--- config.mk ---
export PLATFORM = sky130hd
export DESIGN_NAME = bf_data_mem
export DESIGN_NICKNAME = d
export VERILOG_FILES = /design/src/rtl/bf_mem_pkg.sv /design/src/rtl/bf_spram.sv /design/src/rtl/bf_data_mem.sv
export SDC_FILE = /design/constraint.sdc
export NUM_CORES = 1
export LEC_CHECK = 0
export CAP_MARGIN = 20
export CORE_MARGIN = 2
export CORE_UTILIZATION = 45
export CTS_CLUSTER_DIAMETER = 80
export DETAILED_ROUTE_END_ITERATION = 10
export PLACE_DENSITY = 0.67
export RECOVER_POWER = 100
export SLEW_MARGIN = 20
export SYNTH_ARGS = -nofsm -noshare
export SYNTH_HDL_FRONTEND = slang
export SYNTH_SLANG_ARGS = --single-unit
export TNS_END_PERCENT = 100
--- constraint.sdc ---
create_clock -name clka -period 6.6 [get_ports clka]
set_input_delay 1.98 -clock clka [delete_from_list [all_inputs] [get_ports clka]]
set_output_delay 1.98 -clock clka [all_outputs]
set_load 0.005 [all_outputs]
--- src/rtl/bf_mem_pkg.sv ---
// Shared encodings for the bfcpu data-tape memory:
// request opcodes and controller state.
package bf_mem_pkg;

  localparam logic [1:0] OP_READ  = 2'b00;
  localparam logic [1:0] OP_WRITE = 2'b01;
  localparam logic [1:0] OP_INC   = 2'b10;
  localparam logic [1:0] OP_DEC   = 2'b11;

  typedef enum logic [1:0] {
    ST_CLEAR = 2'b00,
    ST_IDLE  = 2'b01,
    ST_RMW   = 2'b10
  } state_t;

endpackage

--- src/rtl/bf_spram.sv ---
// Single-port RAM, synchronous read, read-before-write.
// This is the only part intended to map onto block RAM.
module bf_spram #(
  parameter int ADDR_W = 6,
  parameter int DATA_W = 8
) (
  input  logic              clka,
  input  logic [ADDR_W-1:0] addra,
  input  logic [DATA_W-1:0] dia,
  input  logic              wea,
  output logic [DATA_W-1:0] doa
);

  logic [DATA_W-1:0] mem [2**ADDR_W];

  always_ff @(posedge clka) begin
    if (wea) mem[addra] <= dia;
    doa <= mem[addra];
  end

endmodule

--- src/rtl/bf_data_mem.sv ---
// Data-tape memory for bfcpu: read/write/inc/dec handshake
// in front of a single-port RAM, with a post-reset zero sweep.
module bf_data_mem
  import bf_mem_pkg::*;
#(
  parameter int DATA_W         = 8,
  parameter int ADDR_W         = 6,
  parameter int CLEAR_ON_RESET = 1
) (
  input  logic              clka,
  input  logic              rsta,
  input  logic              req_valid,
  output logic              req_ready,
  input  logic [1:0]        req_op,
  input  logic [ADDR_W-1:0] req_addr,
  input  logic [DATA_W-1:0] req_wdata,
  output logic              rsp_valid,
  output logic [DATA_W-1:0] rsp_data,
  output logic              clear_busy
);

  localparam logic [DATA_W-1:0] ONE = DATA_W'(1);

  state_t            state;
  logic [ADDR_W-1:0] cnt;
  logic [ADDR_W-1:0] rmw_addr;
  logic              rmw_dec;
  logic              rsp_sel;
  logic [DATA_W-1:0] data_q;
  logic [ADDR_W-1:0] addra;
  logic [DATA_W-1:0] dia;
  logic [DATA_W-1:0] doa;
  logic              wea;
  logic [DATA_W-1:0] nxt;
  logic              accept;

  assign req_ready  = (state == ST_IDLE) && !rsta;
  assign clear_busy = (state == ST_CLEAR);
  assign accept     = req_valid && req_ready;
  assign nxt        = rmw_dec ? doa - ONE : doa + ONE;
  // Read results come straight off the RAM; data_q keeps them afterwards.
  assign rsp_data   = rsp_sel ? doa : data_q;

  always_comb begin
    addra = req_addr;
    dia   = req_wdata;
    wea   = 1'b0;
    case (state)
      ST_CLEAR: begin
        addra = cnt;
        dia   = '0;
        wea   = !rsta;
      end
      ST_IDLE: wea = accept && (req_op == OP_WRITE);
      ST_RMW: begin
        addra = rmw_addr;
        dia   = nxt;
        wea   = !rsta;
      end
      default: ;
    endcase
  end

  always_ff @(posedge clka) begin
    if (rsta) begin
      state     <= (CLEAR_ON_RESET != 0) ? ST_CLEAR : ST_IDLE;
      cnt       <= '0;
      rmw_addr  <= '0;
      rmw_dec   <= 1'b0;
      rsp_valid <= 1'b0;
      rsp_sel   <= 1'b0;
      data_q    <= '0;
    end else begin
      rsp_valid <= 1'b0;
      rsp_sel   <= 1'b0;
      if (rsp_sel) data_q <= doa;
      case (state)
        ST_CLEAR: begin
          cnt <= cnt + ADDR_W'(1);
          if (cnt == '1) state <= ST_IDLE;
        end
        ST_IDLE: begin
          if (accept) begin
            case (req_op)
              OP_READ: begin
                rsp_valid <= 1'b1;
                rsp_sel   <= 1'b1;
              end
              OP_WRITE: begin
                rsp_valid <= 1'b1;
                data_q    <= req_wdata;
              end
              default: begin
                rmw_addr <= req_addr;
                rmw_dec  <= (req_op == OP_DEC);
                state    <= ST_RMW;
              end
            endcase
          end
        end
        ST_RMW: begin
          rsp_valid <= 1'b1;
          data_q    <= nxt;
          state     <= ST_IDLE;
        end
        default: state <= ST_IDLE;
      endcase
    end
  end

  bf_spram #(
    .ADDR_W(ADDR_W),
    .DATA_W(DATA_W)
  ) u_ram (
    .clka (clka),
    .addra(addra),
    .dia  (dia),
    .wea  (wea),
    .doa  (doa)
  );

endmodule

==> qor.csv, run 1 <==
metric,value,unit
crit share post-route,0.870,
Worst slew margin,-1.26,
Register-to-Register Path Depth,10,
Pwr Total,0.00834,W
Die W,225,µm
total vias in the final route,13000,
"Remaining Overflow, GRT",0,
worst-margin pin slew,3380,ps
hold wc startpoint,rmw_addr[5],
GPL Wtd Cong,0.871,
worst-path fanout max,11,
slowest stage cell on the critical path,nor4_2,
TritonCTS Sinks,545,
io pins,30,
Crit Reg-Reg Startpoint,rmw_dec,
Reg area,0.0160,mm²
outcome,finished with violations,
Post-Route WL,56.0,mm
Syn Nets,1428,
Core Region,0.0486,mm²
Rows,81,
fraction of layout cells with a size suffix above 1,0.125,
top post-synthesis cells by count,"edfxtp_1, nand2_1, nor2_1",
Worst-path clk slew,60,ps
Critical Path Source Type,primary input,
clk_lat worst skew,600,ps
vias in the first global route,12800,
CTS tree,done,
top cells by area in the synthesized netlist,"edfxtp_1, mux4_2, dfxtp_1",
"Seq/Total Area, Yosys",0.727,
syn_area_per_cell,15.8,µm²
main flop type after synthesis,edfxtp_1,
CP max stage delay,1410,ps
Buffers on Ports,29,
Placed Area,0.0233,mm²
first drt pass iteration count,6,
final hold vios,0,
VDD IR max,202,µV
multi-input logic area,0.00558,mm²
area share of the largest cell type after synthesis,0.697,
final core occ,0.510,
Synth area leader,edfxtp_1,
WHS Path Cells,2,
Vias/cell,6.06,
H-Tree Depth,2,
"Top cell by count, worst path",nor2_1,
Pins Over Slew Limit,532,
CP Cell Sequence,dlygate4sd3_1 > nor2_1 > nor4_2 > nand2_1 > nor2_1,
die height,225,µm
Power Density,336,mW/mm²
detailed placement HPWL,33.9,mm
"Setup Fix Bufs, Post-CTS",0,
RSZ-0062 raised after global routing,no,
Max Root-Sink Buffers,3,
count of state elements after synthesis,545,
ys async rst share,0,
area delta synth->final,12.6,%
total negative slack,0,ps
Total GRT Usage,0.223,
r2r setup slk,1240,ps
failing checks,"capacitance limit, slew limit",
Starting Density,0.453,
synth unique cells,66,
WS Path Type,primary input to register,
first-pass GRT wire length,83.4,mm
CTS buffer count,54,
synthesized cell area,0.0221,mm²
hold crit path type,register to register,
clk_skew,16.1,ps
die footprint,0.0508,mm²
crit path time final,5740,ps
Min-Delay Endpoint,rmw_addr[5],
Post-synth EDFFs,512,
Setup WS pre-CTS,1150,ps
leak pwr,8.20,nW
most numerous cell in the Yosys netlist,edfxtp_1,
fmax,174,MHz
Synth warnings,0,
largest net degree at the start of global routing,65,
Setup crit end kind,register,
post-route ant nets,0,
post-route worst setup slack,856,ps
terminus of the critical flop-to-flop path,u_ram.mem[24][7],
Fill cells,3973,
Cells after Synth,1396,
1st-iter DRT viols,1869,
CTS root buf,clkbuf_16,
ANT cells,0,
Post-layout nets,1509,
DRC,0,
Post-CTS Resized,0,
final setup violation count,0,
initial antenna violation count,0,
hold_buf cts,0,
Worst Path Arrival,5970,ps
drt wl/cell,26.2,µm
max-capacitance violation count,9,
Finished Cell Area,0.0248,mm²
WP data required,6820,ps
==> cells in the final DEF, fill, tap and decap left out, drive strengths merged, types with 23 or more instances in the layout <==
cell type  netlist  routed
clkinv           0      29
clkbuf          29     109
buf             46      23
dfxtp           33      33
o21ai           29      29
edfxtp         512     512
mux4            61      61
nor2           122     122
nand2          149     149
a21oi           46      46
nand3           65      65
a31oi           29      29
mux2i           49      49
==> power by group <==
part	total, W	switching, W	leakage, nW	internal, W
registers	0.00393	0.0000574	5.01	0.00387
clock network	0.00299	0.00128	0.836	0.00171
logic	0.00143	0.000914	2.36	0.000511
total	0.00834	0.00225	8.20	0.00609
==> cell type report <==
type | count | area share
clock buffer | 61 | 0.0563
clock inverter | 36 | 0.0119
inverter | 20 | 0.00302
multi-input combinational | 756 | 0.225
sequential | 545 | 0.646
tap | 622 | 0.0313
timing repair buffer | 100 | 0.0270
==> registers in the layout, indices dropped and copies added, names as in the netlist <==
name / flops
cnt: 6
data_q: 8
rmw_addr: 6
rmw_dec: 1
rsp_sel: 1
rsp_valid: 1
state: 2
u_ram.doa: 8
u_ram.mem: 512
==> layer usage <==
metal  share of wire  global-route usage
met1            0.42               0.322
met2            0.46               0.344
met3           0.097              0.0481
met4           0.024              0.0596
met5               0                   0
==> cells by family after synthesis <==
logic type | share of synthesized area
compound gates | 0.0645
buf+inv | 0.0219
xor+xnor | 0.00437
fa+ha+maj | 0.00771
simple gates | 0.0782
flops | 0.727
mux | 0.0964
==> critical path: cells and delay by family <==
family        cells  cell delay, ps
simple gates      4            3380
buf+inv           1             600
==> metrics by stage <==
step / hold WS (ps) / cells
after CTS: 460 / 2140
after global placement: 445 / 2043
after global routing: 486 / 2140
after floorplan: 437 / 1396
after detailed placement: 452 / 2043
final: 462 / 2140
==> worst max path at each step <==
stage / from / to / slack [ps] / cells after the start
floorplan: rsta / req_ready / 2220 / 2
global placement: req_addr[0] / u_ram.mem[15][2] / 1230 / 5
detailed placement: req_addr[0] / u_ram.mem[15][2] / 1150 / 5
CTS: rsta / req_ready / 1280 / 3
global route: rmw_dec / u_ram.mem[24][7] / 810 / 10
finish: req_addr[0] / u_ram.mem[15][2] / 860 / 5
Note: power is estimated with default switching activity, not from simulation.
==> inputs of run 2 (changes only) <==
Settings changed: CAP_MARGIN 20 to 10.
Clock period 6.6 ns to 6 ns, I/O delays scaled along.
==> qor.csv, run 2 (synthesized netlist as in run 1, its figures left out) <==
metric,value,unit
drt wl/cell,26.1,µm
RSZ-0062 raised after global routing,no,
CTS root buf,clkbuf_16,
Die W,225,µm
largest net degree at the start of global routing,65,
Total GRT Usage,0.224,
fraction of layout cells with a size suffix above 1,0.120,
"Most flops, register",u_ram.mem,
CP Cell Sequence,dlygate4sd3_1 > or3_1 > nand2_8 > clkbuf_1 > clkbuf_1 > mux4_2 > mux2i_1 > o22ai_1 > nor4_1 > nand4_1,
CTS buffer count,54,
clk_skew,17.8,ps
Starting Density,0.453,
H-Tree Depth,2,
Post-CTS Resized,0,
VDD IR max,251,µV
Critical Path Source Type,primary input,
"commonest non-fill, non-tap cells in the layout","edfxtp_1, nand2_1, nor2_1",
Post-Route WL,56.3,mm
worst-path fanout max,37,
Rows,81,
post-route ant nets,0,
first-pass GRT wire length,83.4,mm
clk_lat worst skew,600,ps
die footprint,0.0508,mm²
Core Region,0.0486,mm²
Max Root-Sink Buffers,3,
crit path time final,5250,ps
Worst slew margin,-1.20,
worst-margin pin slew,3300,ps
Worst-path clk slew,60,ps
Pwr Total,0.00927,W
Vias/cell,6.08,
1st-iter DRT viols,1785,
die height,225,µm
Post-layout nets,1527,
Setup crit end kind,register,
final hold vios,0,
leak pwr,8.26,nW
final setup violation count,0,
first drt pass iteration count,5,
Power Density,371,mW/mm²
"commonest non-fill, non-tap cell in the layout",edfxtp_1,
Fill cells,3986,
Pins Over Slew Limit,370,
Buffers on Ports,29,
crit share post-route,0.875,
io pins,30,
fmax,190,MHz
ANT cells,0,
Bufs and invs on worst path,3,
failing checks,"capacitance limit, slew limit",
outcome,finished with violations,
"Setup Fix Bufs, Post-CTS",0,
WS Path Type,primary input to register,
DRC,0,
CP max stage delay,600,ps
Largest regs,"u_ram.mem (512), data_q (8), u_ram.doa (8)",
"Top cell by count, worst path",clkbuf_1,
total vias in the final route,13100,
CTS tree,done,
family with the most delay on the worst path,buffers and inverters,
vias in the first global route,12700,
slowest stage cell on the critical path,dlygate4sd3_1,
total negative slack,0,ps
Worst Path Arrival,5700,ps
number of flip-flops in the largest register,512,
detailed placement HPWL,35.9,mm
hold_buf cts,0,
hold crit path type,register to register,
initial antenna violation count,2,
WP data required,6450,ps
area delta synth->final,13.2,%
"Remaining Overflow, GRT",0,
TritonCTS Sinks,545,
GPL Wtd Cong,0.869,
max-capacitance violation count,8,
==> run 2: changes by cell type in the layout (fill, tap and decap cells not counted), moves of 2 or more <==
cell | previous run | this run
clkinv_2 | 12 | 4
buf_4 | 21 | 27
clkbuf_8 | 0 | 3
buf_12 | 2 | 4
nand2_2 | 5 | 1
clkinv_1 | 16 | 7
nand2_1 | 143 | 147
clkdlybuf4s50_1 | 15 | 20
clkbuf_1 | 53 | 80
a21o_1 | 1 | 3
a21o_2 | 2 | 0
dlygate4sd3_1 | 14 | 9
==> run 2: area by class of cell <==
| type | instances | area (µm²) | share of cell area |
|---|---|---|---|
| clock buffer | 80 | 1500 | 0.0601 |
| clock inverter | 18 | 216 | 0.00867 |
| inverter | 20 | 75.1 | 0.00301 |
| multi-input combinational | 756 | 5580 | 0.223 |
| sequential | 545 | 16000 | 0.642 |
| tap | 622 | 778 | 0.0312 |
| timing repair buffer | 118 | 791 | 0.0317 |
==> run 2: path summary, 6_finish.rpt <==
| kind | start | endpoint | slack (ps) | cells past startpoint |
|---|---|---|---|---|
| setup reg to reg | state[0] | u_ram.mem[31][3] | 1130 | 6 |
| hold / removal | rmw_addr[4] | rmw_addr[4] | 460 | 2 |
| setup / recovery | req_addr[0] | u_ram.doa[7] | 750 | 10 |
| hold reg to reg | rmw_addr[4] | rmw_addr[4] | 460 | 2 |
==> run 2: worst reg2reg max path: stages (launching register included) <==
cell      delay (ps)
dfxtp_1          390
inv_1            100
ha_1             470
nor2_1           610
nand2_1          160
nand2_2           90
clkbuf_1        2310
==> run 2: per-stage QoR <==
stage	worst slack (ps)	std cells	hold WS, ps	area [µm²]	util
6_report	748	2159	461	25000	0.513
2_1_floorplan	1980	1396	437	22100	-
5_1_grt	537	2159	485	25000	0.513
3_5_place_dp	657	2061	451	23500	0.483
3_3_place_gp	676	2061	444	23500	0.483
4_1_cts	1040	2159	460	25200	0.518
==> run 2: layer usage <==
layer,share of wire,global-route usage,vias up
met5,0.00041,0,-
met4,0.030,0.0780,4
met3,0.098,0.0477,102
met2,0.46,0.342,735
met1,0.41,0.321,6650
li1,-,-,5640
==> run 2: where the power goes <==
| group | switching, W | internal, W | total (W) | leakage (nW) |
|---|---|---|---|---|
| Clock | 0.00139 | 0.00194 | 0.00333 | 0.833 |
| Sequential | 0.0000713 | 0.00425 | 0.00433 | 5.01 |
| Combinational | 0.00103 | 0.000584 | 0.00162 | 2.41 |
==> inputs of run 3 (changes only) <==
Settings changed: SKIP_LAST_GASP set to 1.
==> results of run 3 <==
Final layout, timing and power as in run 2 (identical DEF).
